===== src/rtl/acq_sequencer.sv =====
// Frame acquisition sequencer: a period timer launches multi-bank captures, then a
// complite-edge reader handshake, with sticky timeout/overrun reporting.
module acq_sequencer #(
  parameter int unsigned PERIOD_W = 24,
  parameter int unsigned TMO_W    = 16
) (
  input  logic                clk,
  input  logic                rst_n,
  input  logic                i_enable,
  input  logic [PERIOD_W-1:0] i_period,
  input  logic [3:0]          i_ch_mask,
  input  logic [TMO_W-1:0]    i_timeout,
  output logic [3:0]          o_start,
  input  logic [3:0]          i_done,
  output logic                o_complite,
  input  logic                i_rd_busy,
  input  logic                i_clr_err,
  output logic                o_frame_done,
  output logic [15:0]         o_frame_cnt,
  output logic                o_timeout_err,
  output logic                o_overrun
);

  typedef enum logic [1:0] {StIdle, StCapture, StRelease, StDrain} state_e;

  localparam logic [PERIOD_W-1:0] PeriodMin = PERIOD_W'(2);

  state_e              state_q, state_d;
  logic [PERIOD_W-1:0] per_cnt_q, per_cnt_d;
  logic [PERIOD_W-1:0] per_last_q, per_last_d;
  logic [PERIOD_W-1:0] per_eff;
  logic                tick;
  logic [3:0]          pending_q, pending_d, pending_nx;
  logic [TMO_W-1:0]    tmo_q, tmo_d;
  logic                rel_q, rel_d;
  logic [3:0]          start_q, start_d;
  logic                complite_q, complite_d;
  logic                frame_done_q, frame_done_d;
  logic [15:0]         frame_cnt_q, frame_cnt_d;
  logic                tmo_err_q, tmo_err_d, tmo_set;
  logic                overrun_q, overrun_d, overrun_set;

  // The limit is latched only while the counter sits at 0, so period changes
  // apply from the next reload onward.
  always_comb begin
    per_eff    = (i_period < PeriodMin) ? PeriodMin : i_period;
    per_last_d = (per_cnt_q == '0) ? per_eff - PERIOD_W'(1) : per_last_q;
    tick       = i_enable && (per_cnt_q != '0) && (per_cnt_q == per_last_q);
    if (!i_enable || tick) begin
      per_cnt_d = '0;
    end else begin
      per_cnt_d = per_cnt_q + PERIOD_W'(1);
    end
  end

  always_comb begin
    state_d      = state_q;
    start_d      = '0;
    complite_d   = complite_q;
    pending_d    = pending_q;
    tmo_d        = tmo_q;
    rel_d        = rel_q;
    frame_done_d = 1'b0;
    frame_cnt_d  = frame_cnt_q;
    tmo_set      = 1'b0;
    overrun_set  = tick && (state_q != StIdle);
    // Done pulses coinciding with the start pulse are not yet accepted.
    pending_nx   = (start_q != '0) ? pending_q : (pending_q & ~i_done);

    case (state_q)
      StIdle: begin
        complite_d = 1'b0;
        if (tick && (i_ch_mask != '0)) begin
          state_d    = StCapture;
          start_d    = i_ch_mask;
          pending_d  = i_ch_mask;
          tmo_d      = '0;
          complite_d = 1'b1;
        end
      end
      StCapture: begin
        pending_d = pending_nx;
        tmo_d     = (tmo_q == '1) ? tmo_q : tmo_q + TMO_W'(1);
        if (pending_nx == '0) begin
          state_d    = StRelease;
          complite_d = 1'b0;
          rel_d      = 1'b0;
        end else if ((i_timeout != '0) && (tmo_d >= i_timeout)) begin
          state_d    = StRelease;
          complite_d = 1'b0;
          rel_d      = 1'b0;
          tmo_set    = 1'b1;
        end
      end
      StRelease: begin
        complite_d = 1'b0;
        if (rel_q) begin
          state_d = StDrain;
        end else begin
          rel_d = 1'b1;
        end
      end
      StDrain: begin
        complite_d = 1'b0;
        if (!i_rd_busy) begin
          state_d      = StIdle;
          frame_done_d = 1'b1;
          frame_cnt_d  = frame_cnt_q + 16'd1;
        end
      end
      default: begin
        state_d    = StIdle;
        complite_d = 1'b0;
      end
    endcase

    tmo_err_d = tmo_set | (tmo_err_q & ~i_clr_err);
    overrun_d = overrun_set | (overrun_q & ~i_clr_err);
  end

  always_ff @(posedge clk or negedge rst_n) begin
    if (!rst_n) begin
      state_q      <= StIdle;
      per_cnt_q    <= '0;
      per_last_q   <= '0;
      pending_q    <= '0;
      tmo_q        <= '0;
      rel_q        <= 1'b0;
      start_q      <= '0;
      complite_q   <= 1'b0;
      frame_done_q <= 1'b0;
      frame_cnt_q  <= '0;
      tmo_err_q    <= 1'b0;
      overrun_q    <= 1'b0;
    end else begin
      state_q      <= state_d;
      per_cnt_q    <= per_cnt_d;
      per_last_q   <= per_last_d;
      pending_q    <= pending_d;
      tmo_q        <= tmo_d;
      rel_q        <= rel_d;
      start_q      <= start_d;
      complite_q   <= complite_d;
      frame_done_q <= frame_done_d;
      frame_cnt_q  <= frame_cnt_d;
      tmo_err_q    <= tmo_err_d;
      overrun_q    <= overrun_d;
    end
  end

  assign o_start       = start_q;
  assign o_complite    = complite_q;
  assign o_frame_done  = frame_done_q;
  assign o_frame_cnt   = frame_cnt_q;
  assign o_timeout_err = tmo_err_q;
  assign o_overrun     = overrun_q;

endmodule


===== config.mk =====
export PLATFORM = sky130hd
export DESIGN_NAME = acq_sequencer
export DESIGN_NICKNAME = d
export VERILOG_FILES = /design/src/rtl/acq_sequencer.sv
export SDC_FILE = /design/constraint.sdc
export NUM_CORES = 1
export LEC_CHECK = 0
export ABC_AREA = 1
export BUFFER_PORTS_ARGS = -buffer_cell sky130_fd_sc_hd__clkbuf_2
export CAP_MARGIN = 20
export CORE_MARGIN = 3
export CORE_UTILIZATION = 49
export DETAILED_ROUTE_END_ITERATION = 10
export PLACE_DENSITY = 0.73
export SETUP_SLACK_MARGIN = 0.1
export SYNTH_ARGS = -nofsm -noshare
export SYNTH_HDL_FRONTEND = slang
export SYNTH_SLANG_ARGS = --single-unit

===== constraint.sdc =====
create_clock -name clk -period 3.25 [get_ports clk]
set_clock_uncertainty 0.2 [all_clocks]
set_input_delay 0.1625 -clock clk [delete_from_list [all_inputs] [get_ports clk]]
set_output_delay 0.1625 -clock clk [all_outputs]
set_load 0.05 [all_outputs]

==> impl_metrics.toml <==
[yosys]
syn_avg_cell_area_um2 = 6.79
ys.flop_type = "dfrtp_1"
syn_nets = 1071
synth_commonest_cells = "nand2_1, inv_1, nor2_1"
netlist_area_um2 = 6750
synth_edf_count = 0
yosys.area.top_type = "dfrtp_1"
yosys_warnings = 0
synth_top_area_share_pct = 35.2
ys_types = 38
netlist_instances = 993
ys_ff_latch = 95
seq_area_frac_synth_pct = 35.2
synth_async_sr_flop_share_pct = 100
synth_most_common_cell = "nand2_1"
ys_top_cells_by_area = "dfrtp_1, nand2_1, inv_1, nand3_1, nor2_1"

[cells_and_area]
diodes = 0
fill_cells = 1265
fin_nets = 1183
design_area_um2 = 8020
areaGrowthSynthToFinish_pct = 18.9
drive_gt1_share_pct = 13.7
utilization_pct = 60.1

[die]
fp.dieH_um = 123
io_pins = 77
die_x_um = 123
die_area_um2 = 15200
core-area_um2 = 13300
rows = 42
start_util_pct = 50.5

[clock_tree]
clk_pin_slew_worst_paths_ns = 0.07
htree_num_levels = 3
cts_buffers = 9
cts.path.max_buffers = 2
clkSinkCount = 95
cts_tree = "done"
clock_latency_ns = 0.36
cts-root-buf = "clkbuf_16"

[grt]
overflow = 0
track_usage_pct = 23.6
antenna_found_initial = 0
grt_max_degree = 36
grt_pass1_wl_um = 28500
grt_pass1_vias = 5946

[sta]
drv_slew = 0
final-hold-violation-count = 0
fmax_mhz = 333
period_needed_ns = 3.00
setup_viol = 0
postLayoutSetupSlackWorst_ns = 0.248
fin_crit_sh_pct = 92.4
setup-tns-final_ns = 0
rsz0062_at_grt = "no"
tightestPinTransition_ns = 0.672
slew_headroom_pct = 55.1

[power]
ir_worst_vdd_mv = 0.325
powerDensity_nw_per_um2 = 484
swShare_pct = 39.5
power_switching_uw = 1530
p_seq_share_pct = 38.9
comb_power_share_pct = 33.8
internal-power_uw = 2350
power.share.clock_pct = 27.3
leakagePower_uw = 0.00421

[critical_path]
critPathMaxFanout = 4
cp.required_ns = 3.30
startpoint_type = "flip-flop"
worstSetupPathType = "reg -> reg"
cp-end-kind = "flip-flop"
cp.arrival_ns = 3.05
r2r_slack_ns = 0.25

[drt]
drt-vias-per-instance = 5.15
drcViolationCount = 0
drtIter0Drc = 617
first_pass_iters = 5
wirelength_um = 17500
via_count = 6622
ant_nets = 0
wl_per_cell_um = 13.6

[placed_design]
dp_hpwl_um = 13500
postPlaceCellArea_um2 = 7330
gp_congestion = 0.970
pre_cts_slack_ns = 0.163
io_buffers = 76

[run]
drv_cap = 0

[worst_hold_path]
hp-class = "in -> reg"

[status]
outcome = "finished, final reports clean"
## layout by cell type, fill, tap and decap left out, types with 25 or more instances in the layout
cell type      netlist  layout
dfrtp_1             95      94
inv_1              142     141
nor3_1              27      25
nand2_1            272     267
xor2_1              37      36
clkbuf_2             0      75
nor2_1             123     120
nand3_1            102     101
o21ai_0             35      35
dlygate4sd3_1        0      26
nand4_1             37      37
## area by class of cell
type	instances	area, um2	area share [%]
Multi-Input combinational cell	733	3810	47.5
Timing Repair Buffer	115	744	9.28
Inverter	151	567	7.07
Clock inverter	6	61.3	0.764
Tap cell	176	220	2.75
Clock buffer	10	239	2.98
Sequential cell	95	2380	29.7
## repair_timing
action / CTS / global route
hold endpoints to repair: 63 / 0
endpoints found under the setup margin: 0 / 6
resized for setup: 0 / 25
hold buffers: 26 / 0
buffers inserted: 0 / 3
## worst paths after layout
check / from / endpoint / cells after the start
worst max-delay path: tmo_q[1] / state_q[1] / 18
worst min register to register: o_frame_cnt[15] / o_frame_cnt[15] / 1
worst max register to register: tmo_q[1] / state_q[1] / 18
min in group asynchronous: rst_n / o_frame_cnt[2] / 2
max in group asynchronous: rst_n / per_cnt_q[4] / 3
worst min-delay path: i_period[6] / per_last_q[6] / 4
## layer usage
layer	wire length (um)	vias to the layer above	share of wire [%]	GRT usage, %
met4	245	0	1.4	6.64
met1	8240	2977	47	34.8
met2	7910	226	45	35.7
met3	1130	18	6.5	4.03
met5	0	-	0	0
li1	-	3401	-	-
## logic make-up (layout without fill, tap and decap cells)
group	after synthesis	in the layout	share of synthesized area, %
XOR/XNOR	51	51	6.62
buffers and inverters	165	282	9.72
AND/OR/NAND/NOR	595	595	38.9
flip-flops	95	95	35.2
AO/OA/AOI/OAI	62	62	4.88
adder cells (fa/ha/maj)	25	25	4.64
## worst max-delay path, stage by stage (launching register included)
cell and delay, ns:
dfrtp_1 0.44, ha_4 0.18, inv_2 0.04, nor2_2 0.13, nand2_2 0.13, nor2_4 0.16, nand4_1 0.14, nand2_1 0.14
xnor2_2 0.09, ha_1 0.34, a21oi_2 0.12, o21ai_0 0.08, a21oi_1 0.18, nand2_2 0.08, nand2_2 0.10, nand2_4 0.07
buf_4 0.15, nand4_1 0.07, nand2_1 0.06
## flip-flops by register name, indices dropped and copies added (netlist names)
| signal | cells |
|---|---|
| rel_q | 1 |
| o_overrun | 1 |
| pending_q | 4 |
| tmo_q | 16 |
| o_frame_done | 1 |
| o_timeout_err | 1 |
| o_start | 4 |
| o_frame_cnt | 16 |
| o_complite | 1 |
| state_q | 2 |
| per_cnt_q | 24 |
| per_last_q | 24 |
## per-stage QoR
step                      instances  power (uW)  hold slack (ns)
after floorplan                 993        2440           -0.333
after global placement         1241        2720          -0.0662
after detailed placement       1241        2750          -0.0583
after CTS                      1283        3850          0.00741
after global routing           1286        4160           0.0262
final                          1286        3880           0.0269
## power by group through the flow
| stage | registers, uW | logic (uW) | clock network, uW |
|---|---|---|---|
| finish | 1510 | 1310 | 1060 |
| global route | 1530 | 1500 | 1130 |
| CTS | 1500 | 1260 | 1090 |
| detailed placement | 1520 | 1230 | 0 |
| global placement | 1520 | 1210 | 0 |
| floorplan | 1580 | 860 | 0 |
No activity file was read; power rests on OpenSTA's default activity.
